`config.mk`:
```
export PLATFORM = sky130hd
export DESIGN_NAME = dwc_retry_ctrl
export DESIGN_NICKNAME = d
export VERILOG_FILES = /design/src/rtl/dwc_retry_ctrl.sv
export SDC_FILE = /design/constraint.sdc
export NUM_CORES = 1
export LEC_CHECK = 0
export CELL_PAD_IN_SITES_DETAIL_PLACEMENT = 1
export CELL_PAD_IN_SITES_GLOBAL_PLACEMENT = 2
export CORE_MARGIN = 3
export CORE_UTILIZATION = 23
export DETAILED_ROUTE_END_ITERATION = 8
export GPL_ROUTABILITY_DRIVEN = 0
export PLACE_DENSITY_LB_ADDON = 0.1
export SLEW_MARGIN = 20
export SYNTH_ARGS = -nofsm -noshare
export SYNTH_HDL_FRONTEND = slang
export SYNTH_SLANG_ARGS = --single-unit
```
`constraint.sdc`:
```
create_clock -name clk -period 2.2 [get_ports clk]
set_input_delay 0.44 -clock clk [delete_from_list [all_inputs] [get_ports clk]]
set_output_delay 0.44 -clock clk [all_outputs]
set_load 0.02 [all_outputs]
```
`src/rtl/dwc_retry_ctrl.sv`:
```
// DWC comparator sequencer: load/arm handshake, retry on mismatch,
// watchdog on comparator done, single interrupt with final status.
module dwc_retry_ctrl #(
    parameter int DATA_W    = 32,
    parameter int MAX_RETRY = 2,
    parameter int TIMEOUT   = 64,
    parameter int CNT_W     = 8
) (
    input  logic              clk,
    input  logic              reset,
    input  logic              req_valid,
    input  logic [DATA_W-1:0] req_a,
    input  logic [DATA_W-1:0] req_b,
    output logic              req_ready,
    output logic              retry_req,
    output logic [DATA_W-1:0] cmp_data_a,
    output logic [DATA_W-1:0] cmp_data_b,
    output logic [31:0]       cmp_data_set,
    output logic [31:0]       cmp_ack,
    input  logic [31:0]       cmp_done,
    input  logic [31:0]       cmp_match,
    output logic              irq,
    input  logic              host_ack,
    output logic              st_match,
    output logic              st_fault,
    output logic              st_timeout,
    output logic [CNT_W-1:0]  retry_cnt,
    output logic [CNT_W-1:0]  err_cnt
);

    localparam int WD_W = (TIMEOUT > 2) ? $clog2(TIMEOUT) : 1;

    typedef enum logic [2:0] {
        S_IDLE,
        S_LOAD_A,
        S_LOAD_B,
        S_ARM,
        S_WAIT,
        S_ACK,
        S_RWAIT,
        S_REPORT
    } state_t;

    state_t            r_state;
    state_t            w_next;
    logic              r_live;
    logic [DATA_W-1:0] r_a;
    logic [DATA_W-1:0] r_b;
    logic [WD_W-1:0]   r_wdog;
    logic              r_match;
    logic              r_st_match;
    logic              r_st_fault;
    logic              r_st_to;
    logic [CNT_W-1:0]  r_retry_cnt;
    logic [CNT_W-1:0]  r_err_cnt;
    logic              r_retry_req;

    logic w_done;
    logic w_accept;
    logic w_to;
    logic w_retry;
    logic w_fault;
    logic w_set_match;
    logic w_clear;

    assign w_done = |cmp_done;

    // Next-state and event decode.
    always_comb begin
        w_next      = r_state;
        w_accept    = 1'b0;
        w_to        = 1'b0;
        w_retry     = 1'b0;
        w_fault     = 1'b0;
        w_set_match = 1'b0;
        w_clear     = 1'b0;
        unique case (r_state)
            S_IDLE, S_RWAIT: begin
                if (req_valid && r_live) begin
                    w_accept = 1'b1;
                    w_next   = S_LOAD_A;
                end
            end
            S_LOAD_A: w_next = S_LOAD_B;
            S_LOAD_B: w_next = S_ARM;
            S_ARM:    w_next = S_WAIT;
            S_WAIT: begin
                if (w_done) begin
                    w_next = S_ACK;
                end else if (r_wdog == WD_W'(TIMEOUT - 1)) begin
                    w_to   = 1'b1;
                    w_next = S_REPORT;
                end
            end
            S_ACK: begin
                if (!w_done) begin
                    if (r_match) begin
                        w_set_match = 1'b1;
                        w_next      = S_REPORT;
                    end else if (r_retry_cnt < CNT_W'(MAX_RETRY)) begin
                        w_retry = 1'b1;
                        w_next  = S_RWAIT;
                    end else begin
                        w_fault = 1'b1;
                        w_next  = S_REPORT;
                    end
                end
            end
            S_REPORT: begin
                if (host_ack) begin
                    w_clear = 1'b1;
                    w_next  = S_IDLE;
                end
            end
            default: w_next = S_IDLE;
        endcase
    end

    // State register; r_live keeps req_ready low while reset is held.
    always_ff @(posedge clk or negedge reset) begin
        if (!reset) begin
            r_state <= S_IDLE;
            r_live  <= 1'b0;
        end else begin
            r_state <= w_next;
            r_live  <= 1'b1;
        end
    end

    // Operand holding registers, driven straight to the comparator.
    always_ff @(posedge clk or negedge reset) begin
        if (!reset) begin
            r_a <= '0;
            r_b <= '0;
        end else if (w_accept) begin
            r_a <= req_a;
            r_b <= req_b;
        end
    end

    // Watchdog and match latch for the comparator wait.
    always_ff @(posedge clk or negedge reset) begin
        if (!reset) begin
            r_wdog  <= '0;
            r_match <= 1'b0;
        end else if (r_state == S_ARM) begin
            r_wdog <= '0;
        end else if (r_state == S_WAIT) begin
            r_wdog <= r_wdog + 1'b1;
            if (w_done) begin
                r_match <= |cmp_match;
            end
        end
    end

    // Final status bits, held until the host acknowledges.
    always_ff @(posedge clk or negedge reset) begin
        if (!reset) begin
            r_st_match <= 1'b0;
            r_st_fault <= 1'b0;
            r_st_to    <= 1'b0;
        end else if (w_clear) begin
            r_st_match <= 1'b0;
            r_st_fault <= 1'b0;
            r_st_to    <= 1'b0;
        end else begin
            if (w_set_match) r_st_match <= 1'b1;
            if (w_fault)     r_st_fault <= 1'b1;
            if (w_to)        r_st_to    <= 1'b1;
        end
    end

    // Retry counter, lifetime error counter and retry pulse.
    always_ff @(posedge clk or negedge reset) begin
        if (!reset) begin
            r_retry_cnt <= '0;
            r_err_cnt   <= '0;
            r_retry_req <= 1'b0;
        end else begin
            r_retry_req <= w_retry;
            if (w_clear) begin
                r_retry_cnt <= '0;
            end else if (w_retry) begin
                r_retry_cnt <= r_retry_cnt + 1'b1;
            end
            if ((w_retry || w_fault) && (r_err_cnt != '1)) begin
                r_err_cnt <= r_err_cnt + 1'b1;
            end
        end
    end

    // Comparator handshake decoded from state.
    always_comb begin
        cmp_data_set = 32'd0;
        unique case (r_state)
            S_LOAD_A: cmp_data_set = 32'd1;
            S_LOAD_B: cmp_data_set = 32'd2;
            S_ARM:    cmp_data_set = 32'd3;
            S_WAIT:   cmp_data_set = 32'd3;
            default:  cmp_data_set = 32'd0;
        endcase
    end

    assign cmp_ack    = {31'd0, r_state == S_ACK};
    assign cmp_data_a = r_a;
    assign cmp_data_b = r_b;
    assign req_ready  = r_live &&
                        ((r_state == S_IDLE) || (r_state == S_RWAIT));
    assign irq        = (r_state == S_REPORT);
    assign retry_req  = r_retry_req;
    assign st_match   = r_st_match;
    assign st_fault   = r_st_fault;
    assign st_timeout = r_st_to;
    assign retry_cnt  = r_retry_cnt;
    assign err_cnt    = r_err_cnt;

endmodule
```
; ---- Word-level counts from Yosys, hierarchy flattened
; Cells that the tools add are included.
[word_totals]
latch_bits = 0
elab_cells = 84
ff_bits = 95
romBits = 0
output_inout_bits = 150
in_bits = 132
mem_count = 0
ram_bits = 0
[classes]
order_cmp = 1
bitwise = 1
n_eq_ne = 13
n_mul = 0
shifts = 0
reduce_logical = 17
div = 0
n_mux = 37
n_addsub = 3
[ops]
columns = operator, n
row1 = $reduce_or 32->1, 2
row2 = $mux 1, 26
row3 = $pmux 3 s7, 1
row4 = $add 8x1->8 const B, 2
row5 = $mux 8, 2
row6 = $mux 3, 5
row7 = $eq 3x3->1 const B, 4
row8 = $mux 6, 2
row9 = $reduce_bool 2->1, 5
row10 = $lt 8x2->1 const B, 1
row11 = $ne 8x8->1 const B, 1
row12 = $add 6x1->6 const B, 1
row13 = $eq 3x2->1 const B, 2
row14 = $eq 6x6->1 const B, 1
row15 = $pmux 2 s3, 1
row16 = $ne 2x2->1 const B, 2
row17 = $reduce_and 4->1, 1
row18 = $reduce_or 2->1, 2
row19 = $eq 3x1->1 const B, 1
row20 = $logic_and 1x1->1, 3
row21 = $logic_not 3->1, 1
row22 = $ne 3x3->1 const B, 1
row23 = $reduce_and 3->1, 1
row24 = $logic_or 1x1->1, 2
row25 = 2 further kinds, 2

; ---- Depth between registers and ports, before layout
; Gate-level depths: netlist of the first run.
[depth]
depth_word = 7
depth_mapped = 8
mapped_depth_nobuf = 6

; ---- Worst setup path after synthesis of the first run
; OpenSTA, ideal clock, no wires.
[synth_timing]
path_type = input -> register
startpoint = input cmp_done[16]
endpoint = register r_err_cnt[1], in the netlist err_cnt[1]
cell_stages = 5
arrival_ps = 1685
setup_time_ps = 128
path_buffers = 0
required_ps = 2072
setup_slack_ps = 388
cell_sequence = nor4_1 -> nand2_1 -> nor4_4 -> nand3_2 -> mux2_1
[synth_between]
elab_chain_cells = 5
word_cells_on_any_way = 7
cone_classes = mux: 4 / reduce/logical: 3
[synth_lines]
columns = element, line_no
row1 = start: declaration, 20  ; input logic [31:0] cmp_done,
row2 = $reduce_or 32->1 (*), 66  ; assign w_done = |cmp_done;
row3 = $mux 1, 96  ; if (!w_done) begin
row4 = $mux 1, 77  ; unique case (r_state)
row5 = $logic_or 1x1->1 (*), 186  ; if ((w_retry || w_fault) && (r_err_cnt != '1)) begin
row6 = $logic_and 1x1->1 (*), 186
row7 = end signal: assignment, 187  ; r_err_cnt <= r_err_cnt + 1'b1;
row8 = end: declaration, 55  ; logic [CNT_W-1:0] r_err_cnt;
; Mark *: on every way between the ends. The rest lies on a longest branch, timed or not.
; A chain may end at the register's enable or synchronous reset.

; ---- Worst setup path after layout of the first run
[layout_timing]
startpoint = input cmp_done[17]
endpoint = register r_retry_cnt[2], in the netlist retry_cnt[2]
[layout_between]
elab_chain_cells = 4
[layout_lines]
columns = element, line_no
row1 = $reduce_or 32->1, 66
row2 = $mux 1, 96
row3 = $mux 1, 77
row4 = $reduce_bool 2->1 (no line), --
row5 = end signal: assignment, 184  ; r_retry_cnt <= r_retry_cnt + 1'b1;
row6 = end: declaration, 54  ; logic [CNT_W-1:0] r_retry_cnt;
; Every way passes these cells.

==> qor.csv, run 1 <==
stage,metric,value,unit
status,status,finished clean,
clocking,cts_made_buffers,9,
critical_path,r2r_slack,0.42,ns
floorplan,start_util,23.6,%
yosys,ys_types,42,
yosys,synthArstFlopShare,100,%
floorplan,rows,52,
clocking,cts_max_level,3,
route,wirelength,14.1,mm
yosys,syn-cell-area,0.00480,mm2
power_and_ir_drop,swShare,22.6,%
floorplan,core_region_area,0.0204,mm2
yosys,synth.avg_cell_area,13.0,um2
global_routing,overflow,0,
global_routing,antenna_found_initial,0,
yosys,synth_edf_count,0,
power_and_ir_drop,p_total,3830,uW
finish,seqCellArea,0.00238,mm2
clocking,clk_pin_slew,0.07,ns
yosys,ys_seq_area_share,49.5,%
yosys,synthCells,369,
route,wl_met1,5.66,mm
critical_path,crit_path_end_kind,flip-flop,
sta,period_needed,2.01,ns
power_and_ir_drop,power.density,511,mW/mm2
clocking,cts_sinks,95,
critical_path,cp.arrival,2.26,ns
sta,hold_viol,0,
route,met2_wirelength,6.69,mm
flow_run,cap_violations,0,
critical_path,critPathMaxStageDelay,0.41,ns
sta,rsz0062_at_grt,true,
clocking,max-clock-path-buffers,2,
sta,worst_clock_skew,0.0103,ns
yosys,synth_seq_cells,95,
sta,post-route-period-util,91.4,%
critical_path,startpoint,cmp_done[17],
finish,drive_gt1_share,18.3,%
floorplan,die_area,0.0226,mm2
global_routing,grt_max_degree,43,
critical_path,critPathBufInv,2,
finish,nFillCells,2228,
clocking,root_buffer,clkbuf_16,
sta,max_clock_freq,498,MHz
global_routing,grt_pass1_vias,3792,
power_and_ir_drop,power_frac_clock,44.2,%
critical_path,crit_family,simple AND/OR/NAND/NOR gates,
critical_path,crit_required,2.45,ns
placed_design,port_buffers,220,
floorplan,die_x,150,um
critical_path,worstSetupPathType,in2reg,
sta,fin_tns_setup,0,ns
route,first_iter_violations,67,
power_and_ir_drop,internal-power,2960,uW
route,first_pass_iters,4,
route,vias_per_cell,4.06,
yosys,ys.flop_type,dfrtp_1,
sta,whs,0.488,ns
critical_path,path_cells,clkdlybuf4s50_1 -> nor4_1 -> nand2_1 -> nor4_4 -> buf_4 -> nand4_1 -> o21ai_0,
route,ant_nets,0,
finish,syn2layout_area_growth,55.9,%
floorplan,die_h,150,um
power_and_ir_drop,peakVddDrop,0.254,mV
placed_design,hpwl,11.2,mm
route,wl_met3,1.51,mm
finish,multi_input_area,0.00199,mm2
critical_path,worst-path-max-fanout,5,
route,post-route-drc-count,0,
clocking,insertion_delay,0.35,ns
clocking,cts_tree,yes,
power_and_ir_drop,seqPwrFrac,45.7,%
route,highest_layer,met4,
route,wire_per_inst,16.0,um
power_and_ir_drop,p_sw,865,uW
global_routing,grt.total_usage,12.3,%
sta,drv_slew,0,
sta,final-setup-viol-count,0,
yosys,yosys_warnings,0,
min_path,hp-class,in2async,
power_and_ir_drop,comb_power_share,10.1,%
critical_path,start_kind,input pin,
power_and_ir_drop,p_leak,0.00334,uW
floorplan,io_pins,282,
finish,nets,742,
route,vias,3578,
critical_path,cpMaxStageDelayCell,clkdlybuf4s50_1,
finish,antennaDiodeCount,0,
critical_path,r2r-start,r_state[2],
global_routing,grt_pass1_wl,21.5,mm
-- metrics by stage --
| stage | worst slack [ns] | std cells | utilization (%) | area, um2 |
|---|---|---|---|---|
| global placement | -0.0977 | 864 | 35.1 | 7150 |
| floorplan | 0.388 | 429 | - | 5020 |
| CTS | 0.150 | 880 | 36.7 | 7470 |
| finish | 0.190 | 881 | 36.7 | 7480 |
| detailed placement | -0.176 | 864 | 35.1 | 7150 |
| global route | -0.0193 | 881 | 36.7 | 7480 |
-- logic make-up after synthesis --
group / count (synthesis) / share of synthesized area [%]
other: 2 / 0.156
buffers and inverters: 77 / 13.7
DFF: 95 / 49.5
and+or+nand+nor: 90 / 10.6
xor gates and xnor gates: 9 / 1.64
adders and majority gates: 3 / 0.782
AOI/OAI and AO/OA: 26 / 3.23
muxes: 67 / 20.4
-- worst reg2reg max path, stage by stage (launching register included) --
cell	delay, ns
dfrtp_2	0.46
nand2b_4	0.18
buf_4	0.17
and3_2	0.20
or3b_2	0.47
o22ai_1	0.12
nor2_1	0.05
-- synthesized netlist by cell type (2+ instances only) --
| cell | n | area [um2] |
|---|---|---|
| a211oi_1 | 3 | 22.5 |
| a21oi_1 | 7 | 35.0 |
| a31oi_1 | 3 | 18.8 |
| and2_1 | 7 | 43.8 |
| and3_1 | 3 | 18.8 |
| buf_12 | 7 | 140 |
| buf_4 | 61 | 458 |
| buf_6 | 3 | 33.8 |
| clkbuf_1 | 2 | 7.51 |
| conb_1 | 2 | 7.51 |
| dfrtp_1 | 95 | 2380 |
| ha_1 | 3 | 37.5 |
| inv_1 | 3 | 11.3 |
| mux2_2 | 5 | 56.3 |
| mux2_4 | 60 | 901 |
| nand2_1 | 19 | 71.3 |
| nand2b_1 | 3 | 18.8 |
| nand3_1 | 7 | 35.0 |
| nand4_1 | 8 | 50.1 |
| nor2_1 | 14 | 52.6 |
| nor3_1 | 2 | 10.0 |
| nor4_1 | 17 | 106 |
| o21ai_0 | 7 | 35.0 |
| o22ai_1 | 3 | 18.8 |
| xnor2_1 | 7 | 61.3 |
| xor2_1 | 2 | 17.5 |
-- timing repair --
item,in CTS,in global routing
setup endpoints to repair,5,3
buffers inserted,0,1
gates resized for setup,9,0
hold buffers,1,0
hold endpoints to repair,11,0
-- path summary, 6_finish.rpt --
path | endpoint | depth (start not counted)
worst min-delay path | cmp_data_b[31] | 2
min in group clk | err_cnt[5] | 1
worst min register to register | err_cnt[5] | 1
worst max-delay path | retry_cnt[2] | 7
worst max register to register | r_state[1] | 6
max in group asynchronous | r_state[0] | 3
-- layout make-up --
type	instances	area share (%)
timing repair buffer	241	32.6
sequential	95	31.8
multi-input combinational	257	26.6
tap	270	4.52
clock buffer	9	3.01
clock inverter	6	1.24
inverter	3	0.151
-- sequential cells by signal, summed over array words and instances (netlist names) --
name / count
st_fault: 1
retry_cnt: 8
r_state: 3
r_live: 1
st_timeout: 1
err_cnt: 8
r_match: 1
r_wdog: 6
cmp_data_a: 32
cmp_data_b: 32
st_match: 1
retry_req: 1
-- power groups by stage --
stage          Combinational [uW]  Sequential [uW]  Clock (uW)
5_1_grt                       418             1750        1840
6_report                      386             1750        1690
2_1_floorplan                 182             1780           0
4_1_cts                       389             1750        1780
3_3_place_gp                  381             1780           0
3_5_place_dp                  386             1780           0
-- cells in the final DEF (no fill, tap or decap), types with 2 or more instances in the layout --
cell type	instances
a211oi_1	3
a21oi_1	7
a31oi_1	3
and2_1	7
and3_1	3
buf_12	7
buf_4	14
bufinv_16	2
clkbuf_16	9
clkdlybuf4s50_1	214
clkinvlp_4	2
conb_1	62
dfrtp_1	92
dfrtp_2	3
dlygate4sd2_1	5
ha_1	3
inv_1	2
inv_6	2
mux2_2	5
mux2_4	60
nand2_1	19
nand2b_1	3
nand3_1	7
nand4_1	8
nor2_1	14
nor3_1	2
nor4_1	17
o21ai_0	7
o22ai_1	3
xnor2_1	7
xor2_1	2
-- metal layers --
layer,vias up,track usage (%)
met5,-,0
met4,0,4.71
met3,16,4.18
met2,167,19.9
met1,1753,15.0
li1,1642,-
No activity file was read; power rests on OpenSTA's default activity.
==> run 2, diff against run 1 <==
Settings changed: SETUP_SLACK_MARGIN set to 0.05.
==> run 2 against run 1 <==
Against the previous run:
- global-route usage did not move
- sequential power barely moved
- sequential share of layout area barely moved
- clock skew barely moved
- critical path depth fell by 4
- die area did not move
- design area rose by 0.10%
- flip-flop and latch count did not move
- register-to-register slack barely moved
- clock power barely moved
- count of clock-buffer cells in the layout did not move
- first-iteration DRC count fell by 1.5%
==> qor.csv, run 2 (same netlist as run 1, synthesis figures left out) <==
stage,metric,value,unit,change
route,post-route-drc-count,0,,unchanged
floorplan,die_area,0.0226,mm2,unchanged
power_and_ir_drop,power.density,511,mW/mm2,about the same
clocking,max-clock-path-buffers,2,,unchanged
route,wire_per_inst,16.0,um,+0.14%
sta,worst_clock_skew,0.0103,ns,-0.000000600 ns
global_routing,overflow,0,,unchanged
placed_design,port_buffers,220,,unchanged
power_and_ir_drop,internal-power,2960,uW,about the same
critical_path,worstSetupPathType,reg2out,,
floorplan,start_util,23.6,%,unchanged
power_and_ir_drop,comb_power_share,10.1,%,about the same
critical_path,cpMaxStageDelayCell,dfrtp_2,,
finish,final_common_cell,clkdlybuf4s50_1,,
critical_path,critPathBufInv,2,,unchanged
power_and_ir_drop,p_leak,0.00334,uW,-0.13%
sta,max_clock_freq,499,MHz,+0.35%
power_and_ir_drop,power_frac_clock,44.2,%,about the same
power_and_ir_drop,p_sw,866,uW,+0.10%
route,ant_nets,0,,unchanged
route,first_iter_violations,66,,-1.5%
clocking,root_buffer,clkbuf_16,,
power_and_ir_drop,swShare,22.6,%,about the same
placed_design,hpwl,11.2,mm,unchanged
finish,fin_cells,881,,unchanged
clocking,clk_pin_slew,0.07,ns,about the same
critical_path,crit_path_end_kind,primary output,,
clocking,insertion_delay,0.35,ns,about the same
clocking,cts_max_level,3,,unchanged
global_routing,grt.total_usage,12.3,%,unchanged
sta,whs,0.488,ns,-0.0000590 ns
critical_path,crit_family,buffers and inverters,,
finish,final_cell_mix,"clkdlybuf4s50_1 (214), dfrtp_1 (92), conb_1 (62)",,
finish,antennaDiodeCount,0,,unchanged
sta,rsz0062_at_grt,false,,
route,vias_per_cell,4.06,,about the same
critical_path,start_kind,flip-flop,,
flow_run,cap_violations,0,,unchanged
sta,drv_slew,0,,unchanged
finish,syn2layout_area_growth,56.0,%,
critical_path,worst-path-max-fanout,9,,+4
clocking,cts_made_buffers,9,,unchanged
global_routing,grt_pass1_wl,21.5,mm,unchanged
route,first_pass_iters,4,,unchanged
clocking,cts_tree,yes,,
global_routing,grt_max_degree,43,,unchanged
route,vias,3575,,-0.084%
critical_path,path_cells,inv_2 -> and4_4 -> dlygate4sd2_1,,
route,wirelength,14.1,mm,+0.14%
critical_path,crit_required,1.76,ns,-0.69 ns
power_and_ir_drop,seqPwrFrac,45.7,%,about the same
power_and_ir_drop,peakVddDrop,0.254,mV,about the same
finish,drive_gt1_share,18.5,%,+0.16 points
floorplan,die_h,150,um,unchanged
floorplan,core_region_area,0.0204,mm2,unchanged
sta,hold_viol,0,,unchanged
sta,post-route-period-util,91.0,%,-0.32 points
floorplan,io_pins,282,,unchanged
status,status,finished clean,,
floorplan,die_x,150,um,unchanged
clocking,cts_sinks,95,,unchanged
floorplan,rows,52,,unchanged
finish,nets,742,,unchanged
sta,period_needed,2.00,ns,-0.00707 ns
sta,final-setup-viol-count,0,,unchanged
finish,nFillCells,2224,,-0.18%
critical_path,critPathMaxStageDelay,0.46,ns,+0.05 ns
global_routing,antenna_found_initial,0,,unchanged
placed_design,dpl.cell_count,864,,unchanged
min_path,hp-class,in2async,,
global_routing,grt_pass1_vias,3792,,unchanged
critical_path,cp.arrival,1.56,ns,-0.70 ns
[run 2: per-layer routing]
| layer | track usage, % | vias to the layer above | part of all wire [%] |
|---|---|---|---|
| met5 | 0 | - | 0 |
| met4 | 4.71 | 0 | 1.8 |
| li1 | - | 1642 | - |
| met2 | 19.9 | 167 | 48 |
| met1 | 15.0 | 1750 | 40 |
| met3 | 4.18 | 16 | 11 |
[run 2: timing repair]
| item | 4_1_cts | 5_1_grt |
|---|---|---|
| endpoints found under the hold margin | 11 | 0 |
| gates resized for setup | 9 | 4 |
| buffers inserted | 0 | 1 |
| hold buffers | 1 | 0 |
| setup endpoints to repair | 5 | 4 |
[run 2: worst reg2reg max path, stage by stage (launching register included)]
cell	delay (ns)
dfrtp_2	0.46
nand2b_4	0.18
buf_4	0.17
and3_2	0.20
or3b_2	0.47
o22ai_1	0.12
nor2_1	0.05
[run 2: cell type report]
cell class | count | area [um2] | area share (%)
well taps | 270 | 338 | 4.51
clock buffers | 9 | 225 | 3.01
repair buffers | 241 | 2440 | 32.6
clock inverters | 6 | 92.6 | 1.24
flip-flops and latches | 95 | 2380 | 31.8
inverters | 3 | 11.3 | 0.150
multi-input cells | 257 | 2000 | 26.7
[run 2: through the flow]
step / cell area (um2) / power [uW] / setup TNS [ns] / utilization [%] / worst slack, ns
2_1_floorplan: 5020 / 1960 / 0 / - / 0.388
3_3_place_gp: 7150 / 2160 / -0.705 / 35.1 / -0.0977
3_5_place_dp: 7150 / 2170 / -1.21 / 35.1 / -0.176
4_1_cts: 7470 / 3910 / 0 / 36.7 / 0.150
5_1_grt: 7490 / 4010 / 0 / 36.8 / 0.0241
6_report: 7490 / 3830 / 0 / 36.8 / 0.197
[run 2: power by group through the flow]
stage,sequential [uW],combinational [uW],clock [uW]
6_report,1750,388,1690
5_1_grt,1750,419,1840
4_1_cts,1750,389,1780
3_5_place_dp,1780,386,0
3_3_place_gp,1780,381,0
2_1_floorplan,1780,182,0
[run 2: path summary, 6_finish.rpt]
path / start / end / slack, ns / depth (start not counted)
min in group clk: err_cnt[5] / err_cnt[5] / 0.50 / 1
worst min-delay path: reset / cmp_data_b[31] / 0.49 / 2
worst max-delay path: r_state[0] / req_ready / 0.20 / 3
worst max register to register: r_state[2] / r_state[1] / 0.42 / 6
max in group asynchronous: reset / r_state[0] / 1.13 / 3
worst min register to register: err_cnt[5] / err_cnt[5] / 0.50 / 1
